`src/rtl/arb_mux2_stream_if.sv`:
```
// Two-source / one-sink stream bundle for arb_mux2_stream.
// The slave modport is the arbiter side, master is the environment side.
interface arb_mux2_stream_if #(
    parameter int width = 8
);
    logic [width-1:0] d0;
    logic             d0_valid;
    logic             d0_ready;
    logic [width-1:0] d1;
    logic             d1_valid;
    logic             d1_ready;
    logic [width-1:0] y;
    logic             y_valid;
    logic             y_ready;
    logic             y_src;

    modport slave (
        input  d0,
        input  d0_valid,
        output d0_ready,
        input  d1,
        input  d1_valid,
        output d1_ready,
        output y,
        output y_valid,
        input  y_ready,
        output y_src
    );

    modport master (
        output d0,
        output d0_valid,
        input  d0_ready,
        output d1,
        output d1_valid,
        input  d1_ready,
        input  y,
        input  y_valid,
        output y_ready,
        input  y_src
    );
endinterface

```
`src/rtl/arb_mux2_stream.sv`:
```
// Registered 2:1 stream mux with round-robin arbitration.
// One beat per cycle, fair under continuous dual valid.
module arb_mux2_stream #(
    parameter int width = 8
) (
    input  logic clk,
    input  logic rst_n,
    arb_mux2_stream_if.slave bus
);
    logic [width-1:0] y_q;
    logic             y_valid_q;
    logic             y_src_q;
    logic             last_q;

    logic [width-1:0] y_d;
    logic             y_valid_d;
    logic             y_src_d;
    logic             last_d;

    logic load;
    logic any;
    logic gsel;

    // Grant: a lone requester wins, a tie goes to the one not served last.
    always_comb begin
        gsel = 1'b0;
        unique case (1'b1)
            bus.d0_valid & bus.d1_valid:  gsel = ~last_q;
            bus.d0_valid & ~bus.d1_valid: gsel = 1'b0;
            ~bus.d0_valid & bus.d1_valid: gsel = 1'b1;
            default:                      gsel = 1'b0;
        endcase
    end

    assign any  = bus.d0_valid | bus.d1_valid;
    assign load = ~y_valid_q | bus.y_ready;

    always_ff @(posedge clk or negedge rst_n) begin
        if (!rst_n) begin
            y_q       <= '0;
            y_valid_q <= 1'b0;
            y_src_q   <= 1'b0;
            last_q    <= 1'b1;
        end else begin
            y_q       <= y_d;
            y_valid_q <= y_valid_d;
            y_src_q   <= y_src_d;
            last_q    <= last_d;
        end
    end

    always_comb begin
        y_d       = y_q;
        y_valid_d = y_valid_q;
        y_src_d   = y_src_q;
        last_d    = last_q;
        if (load) begin
            y_valid_d = any;
            if (any) begin
                y_d     = gsel ? bus.d1 : bus.d0;
                y_src_d = gsel;
                last_d  = gsel;
            end
        end
    end

    // Readys are masked while reset is held so no beat is lost into reset.
    always_comb begin
        bus.d0_ready = rst_n & load & any & ~gsel;
        bus.d1_ready = rst_n & load & any & gsel;
        bus.y        = y_q;
        bus.y_valid  = y_valid_q;
        bus.y_src    = y_src_q;
    end
endmodule

```
`src/flat_wrapper.sv`:
```
// flat-port wrapper written by rule: the top's interface ports become plain ports
module arb_mux2_stream_flat 
#(
    parameter int width = 8
)
  (clk, rst_n, bus_d0, bus_d0_valid, bus_d0_ready, bus_d1, bus_d1_valid, bus_d1_ready, bus_y, bus_y_valid, bus_y_ready, bus_y_src);
  arb_mux2_stream_if #(.width(width)) bus_i ();
  input  logic clk;
  input  logic rst_n;
  input wire logic [$bits(bus_i.d0)-1:0] bus_d0;
  input wire logic [$bits(bus_i.d0_valid)-1:0] bus_d0_valid;
  output wire logic [$bits(bus_i.d0_ready)-1:0] bus_d0_ready;
  input wire logic [$bits(bus_i.d1)-1:0] bus_d1;
  input wire logic [$bits(bus_i.d1_valid)-1:0] bus_d1_valid;
  output wire logic [$bits(bus_i.d1_ready)-1:0] bus_d1_ready;
  output wire logic [$bits(bus_i.y)-1:0] bus_y;
  output wire logic [$bits(bus_i.y_valid)-1:0] bus_y_valid;
  input wire logic [$bits(bus_i.y_ready)-1:0] bus_y_ready;
  output wire logic [$bits(bus_i.y_src)-1:0] bus_y_src;
  assign bus_i.d0 = bus_d0;
  assign bus_i.d0_valid = bus_d0_valid;
  assign bus_d0_ready = bus_i.d0_ready;
  assign bus_i.d1 = bus_d1;
  assign bus_i.d1_valid = bus_d1_valid;
  assign bus_d1_ready = bus_i.d1_ready;
  assign bus_y = bus_i.y;
  assign bus_y_valid = bus_i.y_valid;
  assign bus_i.y_ready = bus_y_ready;
  assign bus_y_src = bus_i.y_src;
  arb_mux2_stream #(.width(width)) u_core (.clk(clk), .rst_n(rst_n), .bus(bus_i));
endmodule
```
`config.mk`:
```
export PLATFORM = sky130hd
export DESIGN_NAME = arb_mux2_stream_flat
export DESIGN_NICKNAME = d
export VERILOG_FILES = /design/src/rtl/arb_mux2_stream_if.sv /design/src/rtl/arb_mux2_stream.sv /design/src/flat_wrapper.sv
export SDC_FILE = /design/constraint.sdc
export NUM_CORES = 1
export LEC_CHECK = 0
export CORE_MARGIN = 2
export CORE_UTILIZATION = 40
export CTS_BUF_LIST = sky130_fd_sc_hd__clkbuf_8
export DETAILED_ROUTE_END_ITERATION = 6
export PLACE_DENSITY = 0.95
export SYNTH_ARGS = -nofsm -noshare
export SYNTH_HDL_FRONTEND = slang
export SYNTH_SLANG_ARGS = --single-unit
```
`constraint.sdc`:
```
create_clock -name clk -period 4.3 [get_ports clk]
set_input_delay 1.29 -clock clk [delete_from_list [all_inputs] [get_ports clk]]
set_output_delay 1.29 -clock clk [all_outputs]
set_load 0.02 [all_outputs]
```
# Yosys cells after proc, flatten, opt, wreduce, memory -nomap -nowiden
# Index checks and enable logic that the tools add are counted.
totals:
  output_inout_bits: 12
  mem_bits_rw: 0
  wordCells: 19
  n_memories: 0
  regBits: 11
  inputBits: 21
  mem_bits_ro: 0
  latchBits: 0
op_classes:
  bitwise_logic: 12
  multipliers: 0
  muxes: 2
  n_reduce_logical: 1
  add_sub_neg: 0
  shift: 0
  n_lt_le_gt_ge: 0
  n_div: 0
  eq_ne: 0
op_table:
  columns: ["operator", "count"]
  rows:
  - ["8-bit 2-to-1 mux", 1]
  - ["1-bit AND", 6]
  - ["1-bit NOT", 4]
  - ["1-bit OR", 2]
  - ["1-bit one-hot mux with 2 select lines", 1]
  - ["2-bit AND reduction", 1]

# Depth between registers and ports, before layout
logic_depth:
  ltp_word: 5
  ltp_mapped: 5
  mapped_depth_nobuf: 3

# Least setup slack after synthesis
# OpenSTA, ideal clock, no wires.
synth_timing:
  path_type: "input-to-output"
  start: "input port bus_d1_valid"
  end: "output port bus_d0_ready"
  path_buffers: 2
  cell_stages: 5
  path_slack_ns: 0.860
  arrival_time_ns: 2.150
  t_required_ns: 3.010
  path_cell_list: "or2_1 -> buf_6 -> and2_4 -> buf_6 -> and3_1"
synth_via:
  elab_chain_len: 4
  elab_cells_between_ends: 7
  cone_classes: "mux: 1; bitwise: 6"
synth_lines:
  columns: ["item", "line", "source"]
  rows:
  - ["start, declared", "flat_wrapper.sv:14", "input wire logic [$bits(bus_i.d1_valid)-1:0] bus_d1_valid;"]
  - ["1-bit AND (on tied branches)", "arb_mux2_stream.sv:30, arb_mux2_stream.sv:28", null]
  - ["1-bit one-hot mux with 2 select lines", "arb_mux2_stream.sv:27", "unique case (1'b1)"]
  - ["1-bit NOT", "arb_mux2_stream.sv:69", "bus.d0_ready = rst_n & load & any & ~gsel;"]
  - ["1-bit AND (*)", "arb_mux2_stream.sv:69", null]
  - ["end, declared", "flat_wrapper.sv:12", "output wire logic [$bits(bus_i.d0_ready)-1:0] bus_d0_ready;"]
# Every way passes the cells marked *; elsewhere a longest branch is shown, timed or not.

# Worst setup path in the final report
# Same ends and word-level chain as after synthesis.

==> results.yml <==
logic_synthesis:
  yosysTopAreaCell: "dfrtp_1"
  syn_inst: 60
  yosysWarnings: 0
  synthAdderAreaFrac_pct: 0
  synth.most_common_cell: "nand2_1"
  ys_top_cells_by_area: "dfrtp_1, nand2_1, a31oi_1"
  synth-edff-count: 0
  synthArstFlopShare_pct: 100
  synth_top_family_by_area: "compound AO/OA/AOI/OAI gates"
  synth.top_cell.area_share_pct: 46.2
  yosysUniqueCellTypes: 16
  syn_area_um2: 542
  ys_ff_latch: 11
  synth_compound_area_share_pct: 23.6
  avgSynthCellArea_um2: 9.03
  muxShareOfSynthArea_pct: 0
  synth_sequential_area_ratio_pct: 51.0
  synth_xor_area_share_pct: 0
  synth_ff_type: "dfrtp_1"
  syn_nets: 81
  synth-simple-area-share_pct: 19.2
  synth_common_cells: "nand2_1, dfrtp_1, a21oi_1, a31oi_1"
grt:
  grt_max_degree: 10
  antenna_found_initial: 0
  grt_pass1_wl_um: 2390
  groute.usage.overall_pct: 22.9
  grt_pass1_vias: 526
  overflow: 0
place:
  postPlaceCellArea_um2: 896
  port_buffers: 32
  dp_hpwl_um: 1160
  dp_slack_ns: 0.133
  gp_congestion: 0.752
final_layout:
  multi_input_area_um2: 231
  seqCellArea_um2: 277
  fillers: 96
  antennaDiodeCount: 0
  final_area_um2: 942
  layout-drive-gt1-share_pct: 14.3
  nets: 120
  final_util_pct: 73.3
  synthToLayoutAreaGrowth_pct: 73.9
die:
  die_height_um: 40.8
  start_util_pct: 42.2
  rows: 13
  die_w_um: 40.8
  fp.dieArea_mm2: 0.00166
  core-area_mm2: 0.00128
  ios: 33
timing:
  finalCriticalPeriod_ns: 4.19
  final_hold_viol_count: 0
  rsz0062_at_grt: "no"
  worst_slack_ns: 0.109
  fin_crit_sh_pct: 97.5
  clock_skew_ns: 0.000731
  tns_ns: 0
  timing.fmax_ghz: 0.239
  maxSlewViolCount: 0
  slew_headroom_pct: 80.1
  worst_hold_slack_ns: 0.527
  worst_pin_slew_ns: 0.297
  finalSetupViolations: 0
route:
  drtIter0Drc: 17
  vias: 592
  routed_wl_um: 1720
  ant_nets: 0
  wl_per_cell_um: 15.2
  viasPerCell: 5.24
  drc: 0
  first_pass_iters: 4
setup_path:
  cp_max_fo: 4
  cp-start-kind: "input port"
  worstPathArrival_ns: 2.90
  path_cells: "clkdlybuf4s50_1, or2_1, and2_4, and3_1, clkdlybuf4s50_1"
  required_ns: 3.01
  cpMaxStageDelayCell: "clkdlybuf4s50_1"
  cpLargestDelayFamily: "buffers and inverters"
  cp_num_buf_inv: 2
  worst_path_largest_cell_delay_ns: 0.53
  path_common_cell: "clkdlybuf4s50_1"
  end_kind: "primary output"
  critPathKind: "input port to primary output"
power:
  powerDensity_mw_per_mm2: 382
  max-vdd-ir-drop_v: 0.000261
  p_leak_nw: 0.401
outcome:
  status: "completed"
clock_tree:
  cts_buffers: 3
  clock_path_buffers: 2
  cts_num_sinks: 11
  cts_tree: "done"
  ctsResizeCount: 0
  holdBufCountCts: 0
  htreeDepth: 1
  clkTransAtPathRegs_ns: 0.05
  ctsRootBufferMaster: "clkbuf_8"
  cts_setup_buffers: 0
  worstSkewPairLatency_ns: 0.24
job:
  maxCapViolations: 0
worst_hold_path:
  min_path_type: "register to register"
[through the flow]
stage	std cells	total power, mW
global route	113	0.378
finish	113	0.360
detailed placement	109	0.250
CTS	113	0.360
global placement	109	0.247
floorplan	60	0.187
[where the power goes]
group / internal (mW) / switching [mW] / leakage (nW) / total (mW)
combinational: 0.0616 / 0.0564 / 0.253 / 0.118
clock: 0.0640 / 0.0448 / 0.0255 / 0.109
sequential: 0.122 / 0.0116 / 0.122 / 0.133
[worst paths after layout]
path	startpoint	end	slack (ns)	cells past startpoint
max	bus_d1_valid	bus_d0_ready	0.11	5
min	u_core.bus.y_src	u_core.bus.y_src	0.53	2
max reg2reg	u_core.last_q	u_core.bus.y[7]	3.14	3
min reg2reg	u_core.bus.y_src	u_core.bus.y_src	0.53	2
max in group asynchronous	rst_n	u_core.bus.y[6]	2.60	2
min in group asynchronous	rst_n	u_core.bus.y[3]	1.30	1
[sequential cells by signal (all words and copies together) (netlist names)]
name                count
u_core.bus.y            8
u_core.bus.y_src        1
u_core.bus.y_valid      1
u_core.last_q           1
[per-layer routing]
metal  vias to the layer above  global-route usage, %  wire length (µm)
li1                        285                      -                 -
met1                       278                   25.1               693
met2                        25                   41.8               891
met3                         4                   7.61               121
met4                         0                   5.00                14
met5                         -                      0                 0
[worst register-to-register path: cells and delay by family (launching register included)]
family	cells	cell delay, ns
compound gates	2	0.42
flops	1	0.58
simple gates	1	0.08
[cell usage in the layout, fill, tap and decap left out]
cell	count
a21bo_2	1
a21boi_2	1
a21oi_1	9
a31oi_1	9
and2_4	1
and3_1	2
buf_4	6
clkbuf_8	3
clkdlybuf4s50_1	32
clkinv_2	1
dfrtp_1	10
dfstp_2	1
inv_1	1
nand2_1	17
nand2b_1	2
o21ai_1	1
or2_1	1
[layout make-up]
type / count / area share, %
multi-input combinational: 44 / 24.6
inverter: 1 / 0.398
clock buffer: 3 / 4.38
sequential: 11 / 29.3
tap: 15 / 1.99
timing repair buffer: 38 / 38.8
clock inverter: 1 / 0.531
[logic make-up (layout without fill, tap and decap cells)]
kind of cell,after synthesis,in the layout
AO/OA/AOI/OAI,21,21
buffers and inverters,5,43
flip-flops,11,11
AND/OR/NAND/NOR,23,23
Power figures use the tool's default switching activity.
